### src/rtl/ram_arb_pkg.sv
// Shared definitions for the two-requester RAM arbiter: sequencer state
// encoding and requester index constants.
package ram_arb_pkg;

   typedef enum logic [1:0] {
      IDLE = 2'd0,
      WR   = 2'd1,
      RD1  = 2'd2,
      RD2  = 2'd3
   } state_t;

   localparam logic REQ_IDX0 = 1'b0;
   localparam logic REQ_IDX1 = 1'b1;

endpackage

### src/rtl/ram_arbiter_if.sv
// Bundle of the two requester ports and the RAM-side port of ram_arbiter.
// slave = arbiter side, master = clients plus RAM.
interface ram_arbiter_if #(
   parameter int ADDR_WIDTH = 8,
   parameter int DATA_WIDTH = 10
) ();

   logic                  REQ0;
   logic                  WE0;
   logic [ADDR_WIDTH-1:0] ADDR0;
   logic [DATA_WIDTH-1:0] DIN0;
   logic                  ACK0;
   logic [DATA_WIDTH-1:0] DOUT0;

   logic                  REQ1;
   logic                  WE1;
   logic [ADDR_WIDTH-1:0] ADDR1;
   logic [DATA_WIDTH-1:0] DIN1;
   logic                  ACK1;
   logic [DATA_WIDTH-1:0] DOUT1;

   logic                  BUSY;
   logic                  RAM_EN;
   logic                  RAM_WE;
   logic [ADDR_WIDTH-1:0] RAM_ADDR;
   logic [DATA_WIDTH-1:0] RAM_DIN;
   logic [DATA_WIDTH-1:0] RAM_DOUT;

   modport slave (
      input  REQ0, WE0, ADDR0, DIN0,
      input  REQ1, WE1, ADDR1, DIN1,
      input  RAM_DOUT,
      output ACK0, DOUT0, ACK1, DOUT1,
      output BUSY, RAM_EN, RAM_WE, RAM_ADDR, RAM_DIN
   );

   modport master (
      output REQ0, WE0, ADDR0, DIN0,
      output REQ1, WE1, ADDR1, DIN1,
      output RAM_DOUT,
      input  ACK0, DOUT0, ACK1, DOUT1,
      input  BUSY, RAM_EN, RAM_WE, RAM_ADDR, RAM_DIN
   );

endinterface

### src/rtl/rr_arb2.sv
// Combinational two-way round-robin grant; the LAST register is owned by
// the parent so this block stays stateless.
module rr_arb2
   import ram_arb_pkg::*;
(
   input  logic [1:0] eligible,
   input  logic       last,
   output logic       grant_valid,
   output logic       grant_idx
);

   always_comb begin
      grant_valid = |eligible;
      if (eligible == 2'b11)
         grant_idx = ~last;
      else if (eligible[1])
         grant_idx = REQ_IDX1;
      else
         grant_idx = REQ_IDX0;
   end

endmodule

### src/rtl/ram_arbiter.sv
// Round-robin arbiter and sequencer that serialises two requesters onto one
// single-port synchronous RAM and returns a one-cycle ACK per transaction.
module ram_arbiter
   import ram_arb_pkg::*;
#(
   parameter int ADDR_WIDTH = 8,
   parameter int DATA_WIDTH = 10
) (
   input  logic          CLK,
   input  logic          RST,
   ram_arbiter_if.slave  bus
);

   state_t                state;
   logic                  last;
   logic                  cur;
   logic                  ack0, ack1, busy;
   logic                  ram_en, ram_we;
   logic [ADDR_WIDTH-1:0] ram_addr;
   logic [DATA_WIDTH-1:0] ram_din;
   logic [DATA_WIDTH-1:0] dout0, dout1;

   logic [1:0]            eligible;
   logic                  grant_valid, grant_idx;
   logic                  sel_we;
   logic [ADDR_WIDTH-1:0] sel_addr;
   logic [DATA_WIDTH-1:0] sel_din;

   // A requester in its own ACK cycle is masked so it cannot be served twice.
   assign eligible = {bus.REQ1 & ~ack1, bus.REQ0 & ~ack0};

   rr_arb2 u_rr_arb2 (
      .eligible    (eligible),
      .last        (last),
      .grant_valid (grant_valid),
      .grant_idx   (grant_idx)
   );

   assign sel_we   = (grant_idx == REQ_IDX1) ? bus.WE1   : bus.WE0;
   assign sel_addr = (grant_idx == REQ_IDX1) ? bus.ADDR1 : bus.ADDR0;
   assign sel_din  = (grant_idx == REQ_IDX1) ? bus.DIN1  : bus.DIN0;

   always_ff @(posedge CLK or posedge RST) begin
      if (RST) begin
         state    <= IDLE;
         last     <= REQ_IDX1;
         cur      <= REQ_IDX0;
         ack0     <= 1'b0;
         ack1     <= 1'b0;
         busy     <= 1'b0;
         ram_en   <= 1'b0;
         ram_we   <= 1'b0;
         ram_addr <= '0;
         ram_din  <= '0;
         dout0    <= '0;
         dout1    <= '0;
      end else begin
         ack0 <= 1'b0;
         ack1 <= 1'b0;
         case (state)
            IDLE: begin
               if (grant_valid) begin
                  last     <= grant_idx;
                  cur      <= grant_idx;
                  ram_en   <= 1'b1;
                  ram_we   <= sel_we;
                  ram_addr <= sel_addr;
                  ram_din  <= sel_din;
                  busy     <= 1'b1;
                  state    <= sel_we ? WR : RD1;
               end
            end
            WR: begin
               ram_en <= 1'b0;
               ram_we <= 1'b0;
               busy   <= 1'b0;
               if (cur == REQ_IDX1) ack1 <= 1'b1;
               else                 ack0 <= 1'b1;
               state  <= IDLE;
            end
            // RAM registers the read data at the end of RD1; it is sampled in RD2.
            RD1: state <= RD2;
            RD2: begin
               ram_en <= 1'b0;
               busy   <= 1'b0;
               if (cur == REQ_IDX1) begin
                  dout1 <= bus.RAM_DOUT;
                  ack1  <= 1'b1;
               end else begin
                  dout0 <= bus.RAM_DOUT;
                  ack0  <= 1'b1;
               end
               state  <= IDLE;
            end
            default: state <= IDLE;
         endcase
      end
   end

   assign bus.ACK0     = ack0;
   assign bus.ACK1     = ack1;
   assign bus.DOUT0    = dout0;
   assign bus.DOUT1    = dout1;
   assign bus.BUSY     = busy;
   assign bus.RAM_EN   = ram_en;
   assign bus.RAM_WE   = ram_we;
   assign bus.RAM_ADDR = ram_addr;
   assign bus.RAM_DIN  = ram_din;

endmodule
### src/flat_wrapper.sv
// flat-port wrapper written by rule: the top's interface ports become plain ports
module ram_arbiter_flat import ram_arb_pkg::*;
#(
   parameter int ADDR_WIDTH = 8,
   parameter int DATA_WIDTH = 10
)
  (CLK, RST, bus_REQ0, bus_WE0, bus_ADDR0, bus_DIN0, bus_REQ1, bus_WE1, bus_ADDR1, bus_DIN1, bus_RAM_DOUT, bus_ACK0, bus_DOUT0, bus_ACK1, bus_DOUT1, bus_BUSY, bus_RAM_EN, bus_RAM_WE, bus_RAM_ADDR, bus_RAM_DIN);
  ram_arbiter_if #(.ADDR_WIDTH(ADDR_WIDTH), .DATA_WIDTH(DATA_WIDTH)) bus_i ();
  input  logic CLK;
  input  logic RST;
  input wire logic [$bits(bus_i.REQ0)-1:0] bus_REQ0;
  input wire logic [$bits(bus_i.WE0)-1:0] bus_WE0;
  input wire logic [$bits(bus_i.ADDR0)-1:0] bus_ADDR0;
  input wire logic [$bits(bus_i.DIN0)-1:0] bus_DIN0;
  input wire logic [$bits(bus_i.REQ1)-1:0] bus_REQ1;
  input wire logic [$bits(bus_i.WE1)-1:0] bus_WE1;
  input wire logic [$bits(bus_i.ADDR1)-1:0] bus_ADDR1;
  input wire logic [$bits(bus_i.DIN1)-1:0] bus_DIN1;
  input wire logic [$bits(bus_i.RAM_DOUT)-1:0] bus_RAM_DOUT;
  output wire logic [$bits(bus_i.ACK0)-1:0] bus_ACK0;
  output wire logic [$bits(bus_i.DOUT0)-1:0] bus_DOUT0;
  output wire logic [$bits(bus_i.ACK1)-1:0] bus_ACK1;
  output wire logic [$bits(bus_i.DOUT1)-1:0] bus_DOUT1;
  output wire logic [$bits(bus_i.BUSY)-1:0] bus_BUSY;
  output wire logic [$bits(bus_i.RAM_EN)-1:0] bus_RAM_EN;
  output wire logic [$bits(bus_i.RAM_WE)-1:0] bus_RAM_WE;
  output wire logic [$bits(bus_i.RAM_ADDR)-1:0] bus_RAM_ADDR;
  output wire logic [$bits(bus_i.RAM_DIN)-1:0] bus_RAM_DIN;
  assign bus_i.REQ0 = bus_REQ0;
  assign bus_i.WE0 = bus_WE0;
  assign bus_i.ADDR0 = bus_ADDR0;
  assign bus_i.DIN0 = bus_DIN0;
  assign bus_i.REQ1 = bus_REQ1;
  assign bus_i.WE1 = bus_WE1;
  assign bus_i.ADDR1 = bus_ADDR1;
  assign bus_i.DIN1 = bus_DIN1;
  assign bus_i.RAM_DOUT = bus_RAM_DOUT;
  assign bus_ACK0 = bus_i.ACK0;
  assign bus_DOUT0 = bus_i.DOUT0;
  assign bus_ACK1 = bus_i.ACK1;
  assign bus_DOUT1 = bus_i.DOUT1;
  assign bus_BUSY = bus_i.BUSY;
  assign bus_RAM_EN = bus_i.RAM_EN;
  assign bus_RAM_WE = bus_i.RAM_WE;
  assign bus_RAM_ADDR = bus_i.RAM_ADDR;
  assign bus_RAM_DIN = bus_i.RAM_DIN;
  ram_arbiter #(.ADDR_WIDTH(ADDR_WIDTH), .DATA_WIDTH(DATA_WIDTH)) u_core (.CLK(CLK), .RST(RST), .bus(bus_i));
endmodule
### config.mk
export PLATFORM = sky130hd
export DESIGN_NAME = ram_arbiter_flat
export DESIGN_NICKNAME = d
export VERILOG_FILES = /design/src/rtl/ram_arb_pkg.sv /design/src/rtl/ram_arbiter_if.sv /design/src/rtl/rr_arb2.sv /design/src/rtl/ram_arbiter.sv /design/src/flat_wrapper.sv
export SDC_FILE = /design/constraint.sdc
export NUM_CORES = 1
export LEC_CHECK = 0
export ABC_CLOCK_PERIOD_IN_PS = 1600
export BUFFER_PORTS_ARGS = -buffer_cell sky130_fd_sc_hd__buf_2
export CAP_MARGIN = 10
export CORE_UTILIZATION = 45
export DETAILED_ROUTE_END_ITERATION = 7
export PLACE_DENSITY = 0.81
export SETUP_SLACK_MARGIN = 0.1
export SKIP_LAST_GASP = 1
export SLEW_MARGIN = 15
export SYNTH_ARGS = -nofsm -noshare
export SYNTH_HDL_FRONTEND = slang
export SYNTH_SLANG_ARGS = --single-unit
### constraint.sdc
create_clock -name CLK -period 1.6 [get_ports CLK]
set_input_delay 0.24 -clock CLK [delete_from_list [all_inputs] [get_ports CLK]]
set_output_delay 0.24 -clock CLK [all_outputs]
set_load 0.005 [all_outputs]
== Word level (Yosys, flattened, before mapping) ==
Cells that the tools add are included.

* Register bits: 46
* Bits of input ports: 52
* Output and inout bits: 43

* Equal/unequal tests: 5
* Muxes and demuxes: 16
* Bitwise logic cells: 6
* Reduce and logical (&&, ||, !) cells: 10

{| class="wikitable"
|+ Operators with widths
! operator !! count
|-
| 10-bit two-way mux || 1
|-
| 2-bit AND reduction || 5
|-
| 1-bit two-way mux || 9
|-
| 8-bit two-way mux || 1
|-
| 2-bit equality test (second input constant) || 3
|-
| 2-bit one-hot mux with 3 select lines || 1
|-
| 2-bit two-way mux || 2
|-
| 1-bit NOT || 4
|-
| 1-bit one-hot mux with 2 select lines || 2
|-
| 2-bit nonzero test || 2
|-
| 2-bit OR reduction || 2
|-
| 1-bit bitwise AND || 2
|-
| 2-bit by 1-bit equality test with 1-bit output (second input constant) || 1
|-
| 2-bit zero test || 1
|-
| 2-bit by 1-bit != test with 1-bit output (second input constant) || 1
|}

== Longest topological paths before layout ==
* Depth in word-level cells: 8
* Mapped depth: 5
* Depth with buffers taken out: 4

== By module ==
From an unflattened synthesis, not the netlist that was laid out.

* Cells, all modules: 131
* Area, all modules: 2006.9 µm²

{| class="wikitable"
|+ By module, submodules not included
! module !! times used !! cells an instance !! area each (µm²) !! sequential area each (µm²)
|-
| ram_arbiter || 1 || 129 || 1993.2 || 1152.4
|-
| rr_arb2 || 1 || 2 || 13.8 || 0.0
|}

== Worst setup path before layout ==
Ideal clock, no wire load.

* Path type: reg2reg
* Start point: reg u_core.ack1 (netlist: u_core.bus.ACK1)
* End point: reg u_core.ram_addr[7] (netlist: u_core.bus.RAM_ADDR[7])
* Library setup time: 132 ps
* Arrival: 1147 ps
* Data required time: 1468 ps
* Setup slack: 321 ps
* Cell stages (with the launch flop): 6
* Clock period less this slack: 1279 ps
* Cells stage by stage: dfrtp_1 -> nor2b_4 -> a21bo_4 -> buf_6 -> mux2i_1 -> o21ai_1

* Cells in the longest elaborated chain, start to end: 5
* Elaborated cells on any way between the ends: 8
* Classes of those cells: eq/ne (1); mux (3); bitwise (2); reduce/logical (2)

{| class="wikitable"
|+ Ends and longest elaborated chain
! item !! line !! RTL
|-
| start, declared || ram_arbiter.sv:17 || <nowiki>logic ack0, ack1, busy;</nowiki>
|-
| start signal, assigned || ram_arbiter.sv:49 || <nowiki>ack1 <= 1'b0;</nowiki>
|-
| start signal, assigned || ram_arbiter.sv:59 || <nowiki>ack1 <= 1'b0;</nowiki>
|-
| start signal, assigned || ram_arbiter.sv:77 || <nowiki>if (cur == REQ_IDX1) ack1 <= 1'b1;</nowiki>
|-
| 1-bit NOT (*) || ram_arbiter.sv:30 || <nowiki>assign eligible = {bus.REQ1 & ~ack1, bus.REQ0 & ~ack0};</nowiki>
|-
| 1-bit bitwise AND (*) || ram_arbiter.sv:30 ||
|-
| 2-bit equality test or 1-bit two-way mux (tied branches) || rr_arb2.sv:14, rr_arb2.sv:16 ||
|-
| 1-bit two-way mux || rr_arb2.sv:14 || <nowiki>if (eligible == 2'b11)</nowiki>
|-
| 8-bit two-way mux || ram_arbiter.sv:40 || <nowiki>assign sel_addr = (grant_idx == REQ_IDX1) ? bus.ADDR1 : bus.ADDR0;</nowiki>
|-
| end signal, assigned || ram_arbiter.sv:67 || <nowiki>ram_addr <= sel_addr;</nowiki>
|-
| end, declared || ram_arbiter.sv:19 || <nowiki>logic [ADDR_WIDTH-1:0] ram_addr;</nowiki>
|}

Mark *: on every way between the ends. The rest lies on a longest branch, timed or not.
A chain may end at the register's enable or synchronous reset.

== Worst setup path after layout ==
* Start point: reg u_core.ack0 (netlist: u_core.bus.ACK0)
* End point: reg u_core.ram_din[8] (netlist: u_core.bus.RAM_DIN[8])

* Cells in the longest elaborated chain, start to end: 5
* Elaborated cells on any way between the ends: 7
* Classes of those cells: eq/ne (1); mux (2); bitwise (2); reduce/logical (2)

{| class="wikitable"
|+ Ends and longest elaborated chain
! item !! line !! RTL
|-
| start, declared || ram_arbiter.sv:17 ||
|-
| start signal, assigned || ram_arbiter.sv:48 || <nowiki>ack0 <= 1'b0;</nowiki>
|-
| start signal, assigned || ram_arbiter.sv:58 || <nowiki>ack0 <= 1'b0;</nowiki>
|-
| start signal, assigned || ram_arbiter.sv:78 || <nowiki>else ack0 <= 1'b1;</nowiki>
|-
| 1-bit NOT (*) || ram_arbiter.sv:30 ||
|-
| 1-bit bitwise AND (*) || ram_arbiter.sv:30 ||
|-
| 2-bit equality test || rr_arb2.sv:14 ||
|-
| 1-bit two-way mux || rr_arb2.sv:14 ||
|-
| 10-bit two-way mux || ram_arbiter.sv:41 || <nowiki>assign sel_din = (grant_idx == REQ_IDX1) ? bus.DIN1 : bus.DIN0;</nowiki>
|-
| end signal, assigned || ram_arbiter.sv:68 || <nowiki>ram_din <= sel_din;</nowiki>
|-
| end, declared || ram_arbiter.sv:20 || <nowiki>logic [DATA_WIDTH-1:0] ram_din;</nowiki>
|}

Marks and branches as above.

==> impl_metrics.ini <==
[sta]
hold_viol = 0
max_freq_ghz = 0.7347
fin_crit_sh_pct = 85.07
rsz0062_at_grt = no
final_max_slew_viol_count = 0
period_needed_ns = 1.361
worstMarginPinSlew_ns = 0.5272
setup_tns_ns = 0
finClkSkew_ns = 0.004964
max-slew-margin-rel_pct = 64.80
finalSetupViolations = 0

[drt]
ant_nets = 0
drtIter0Drc = 40
vias = 1454
postRouteWirelength_mm = 3.949
wl_per_cell_um = 12.95
vias_per_cell = 4.767
firstDrtPassIters = 2
drc_errors = 0

[global_routing]
antenna_found_initial = 0
overflow = 0
grt_pass1_wl_mm = 6.003
grt_pass1_vias = 1290
gr-usage-all-layers_pct = 17.82
grt_max_degree = 41

[logic_synthesis]
synth_fp_nets = 205
ys.flop_type = dfrtp_1
yosysUniqueCellTypes = 26
yosysSeqAreaShare_pct = 57.82
synth_area_per_cell_um2 = 13.03
ys_ff_latch = 46
synthesis.area_um2 = 1993
netlist_top_cells_count = dfrtp_1, o21ai_1, nand2_1
ys_warn_count = 0
yosys.cell_count.top_type = dfrtp_1
synth_area_leaders = dfrtp_1, mux2i_1, mux2_4
synth_top_area_share_pct = 56.50
synth_edf_count = 0
synth_cells = 153
yosysTopAreaCell = dfrtp_1
synthArstFlopShare_pct = 100.0

[critical_path]
end_kind = flip-flop
crit_slowest_cell = dfrtp_1
path_cells = nor2b_4 -> a21bo_4 -> buf_12 -> mux2i_1 -> o21ai_1
crit_family = flip-flops
crit_start = u_core.bus.ACK0
startpoint_type = flip-flop
path_max_fanout = 14
criticalPathCategory = flip-flop to flip-flop
path_buf_inv = 1
required_ns = 1.78
r2r_start = u_core.bus.ACK0
max_stage_delay_ns = 0.41
arrival_ns = 1.54

[die]
rows = 23
dieArea_um2 = 4699
start_util_pct = 48.43
core_um2 = 4115
die_x_um = 68.55
ios = 95
die_h_um = 68.55

[cts]
clock_sinks = 46
cts.reportedPaths.clkPinSlew_ns = 0.08
h-tree-depth = 2
cts_buffers = 5
clock_path_buffers = 2
ctsResizeCount = 0
cts_tree = done
clk_latency_ns = 0.29
root_buffer = clkbuf_8

[final_layout]
nFillCells = 319
stdcell_count = 305
syn_to_final_growth_pct = 34.28
antenna_cells_inserted = 0
layout-drive-gt1-share_pct = 50.98
nets = 306

[power]
ir_drop_mv = 0.8777
leakagePower_uw = 0.001457
power_uw = 4982
p_per_area_nw_per_um2 = 1862

[place]
dp_hpwl_mm = 2.884
place_inst = 293
portBuffers = 94
gp_congestion = 0.8479

[status]
outcome = finished clean

[flow_run]
cap_violations = 0

[hold_path]
hold_start = bus_RAM_DOUT[4]
hold_path.class = input pin to flip-flop
[power by group]
part	total [uW]	internal, uW	switching (uW)
clock	826	467	358
sequential	2090	1750	345
combinational	2060	1130	928
[state kept, by name (all words and copies together), names as in the netlist]
name and flops:
u_core.bus.DOUT1 10, u_core.bus.ACK0 1, u_core.bus.RAM_DIN 10, u_core.bus.RAM_ADDR 8, u_core.bus.BUSY 1, u_core.state 2
u_core.bus.ACK1 1, u_core.last 1, u_core.cur 1, u_core.bus.DOUT0 10, u_core.bus.RAM_WE 1
[layer usage]
metal	routed length, um	track usage (%)
met1	1882	23.36
met2	1683	26.96
met3	348	5.592
met4	34	7.813
met5	0	0
[final timing paths]
path                       cells past startpoint  slack (ns)                     to
hold reg to reg                                2        0.48            u_core.last
min in group asynchronous                      3        0.53    u_core.bus.DOUT1[7]
setup / recovery                               5        0.24  u_core.bus.RAM_DIN[8]
max in group asynchronous                      4        0.57    u_core.bus.DOUT0[8]
setup reg to reg                               5        0.24  u_core.bus.RAM_DIN[8]
hold / removal                                 2        0.18    u_core.bus.DOUT1[4]
[timing repair]
item,4_1_cts,5_1_grt
buffers inserted,0,3
endpoints found under the hold margin,22,0
hold buffers,1,0
setup endpoints to repair,0,7
[area by class of cell]
class	instances	area (um^2)	share of cell area, %
timing repair buffer	101	563.0	21.04
inverter	4	15.01	0.5610
sequential	46	1152	43.06
clock buffer	7	76.32	2.852
tap	50	62.56	2.338
clock inverter	1	30.03	1.122
multi-input combinational	96	777.0	29.03
[cells in the final DEF (no fill, tap or decap), types with 2 or more instances in the layout]
master / netlist / routed
buf_12: 0 / 3
buf_2: 3 / 94
buf_4: 1 / 3
clkbuf_1: 1 / 2
clkbuf_8: 0 / 5
dfrtp_1: 45 / 45
inv_2: 2 / 3
mux2_1: 9 / 9
mux2_4: 10 / 10
mux2i_1: 18 / 18
nand2_1: 20 / 20
nand2_4: 2 / 2
nor2_1: 2 / 2
nor2b_4: 2 / 2
o21ai_0: 2 / 2
o21ai_1: 22 / 22
[through the flow]
stage / hold slack (ns) / utilization [%] / instance area (um^2) / worst slack, ns
floorplan: 0.3717 / - / 1993 / 0.2739
global placement: 0.3066 / 61.66 / 2537 / 0.2105
detailed placement: 0.3132 / 61.66 / 2537 / 0.1548
CTS: 0.1674 / 64.49 / 2654 / 0.1607
global route: 0.1697 / 65.04 / 2676 / 0.1334
finish: 0.1755 / 65.04 / 2676 / 0.2388
[cells by family after synthesis]
logic type / after synthesis / share of synthesized area [%]
simple gates: 29 / 7.847
flops: 46 / 57.82
compound gates: 28 / 8.224
mux: 39 / 22.91
buf+inv: 11 / 3.201
Note: power is estimated with default switching activity, not from simulation.
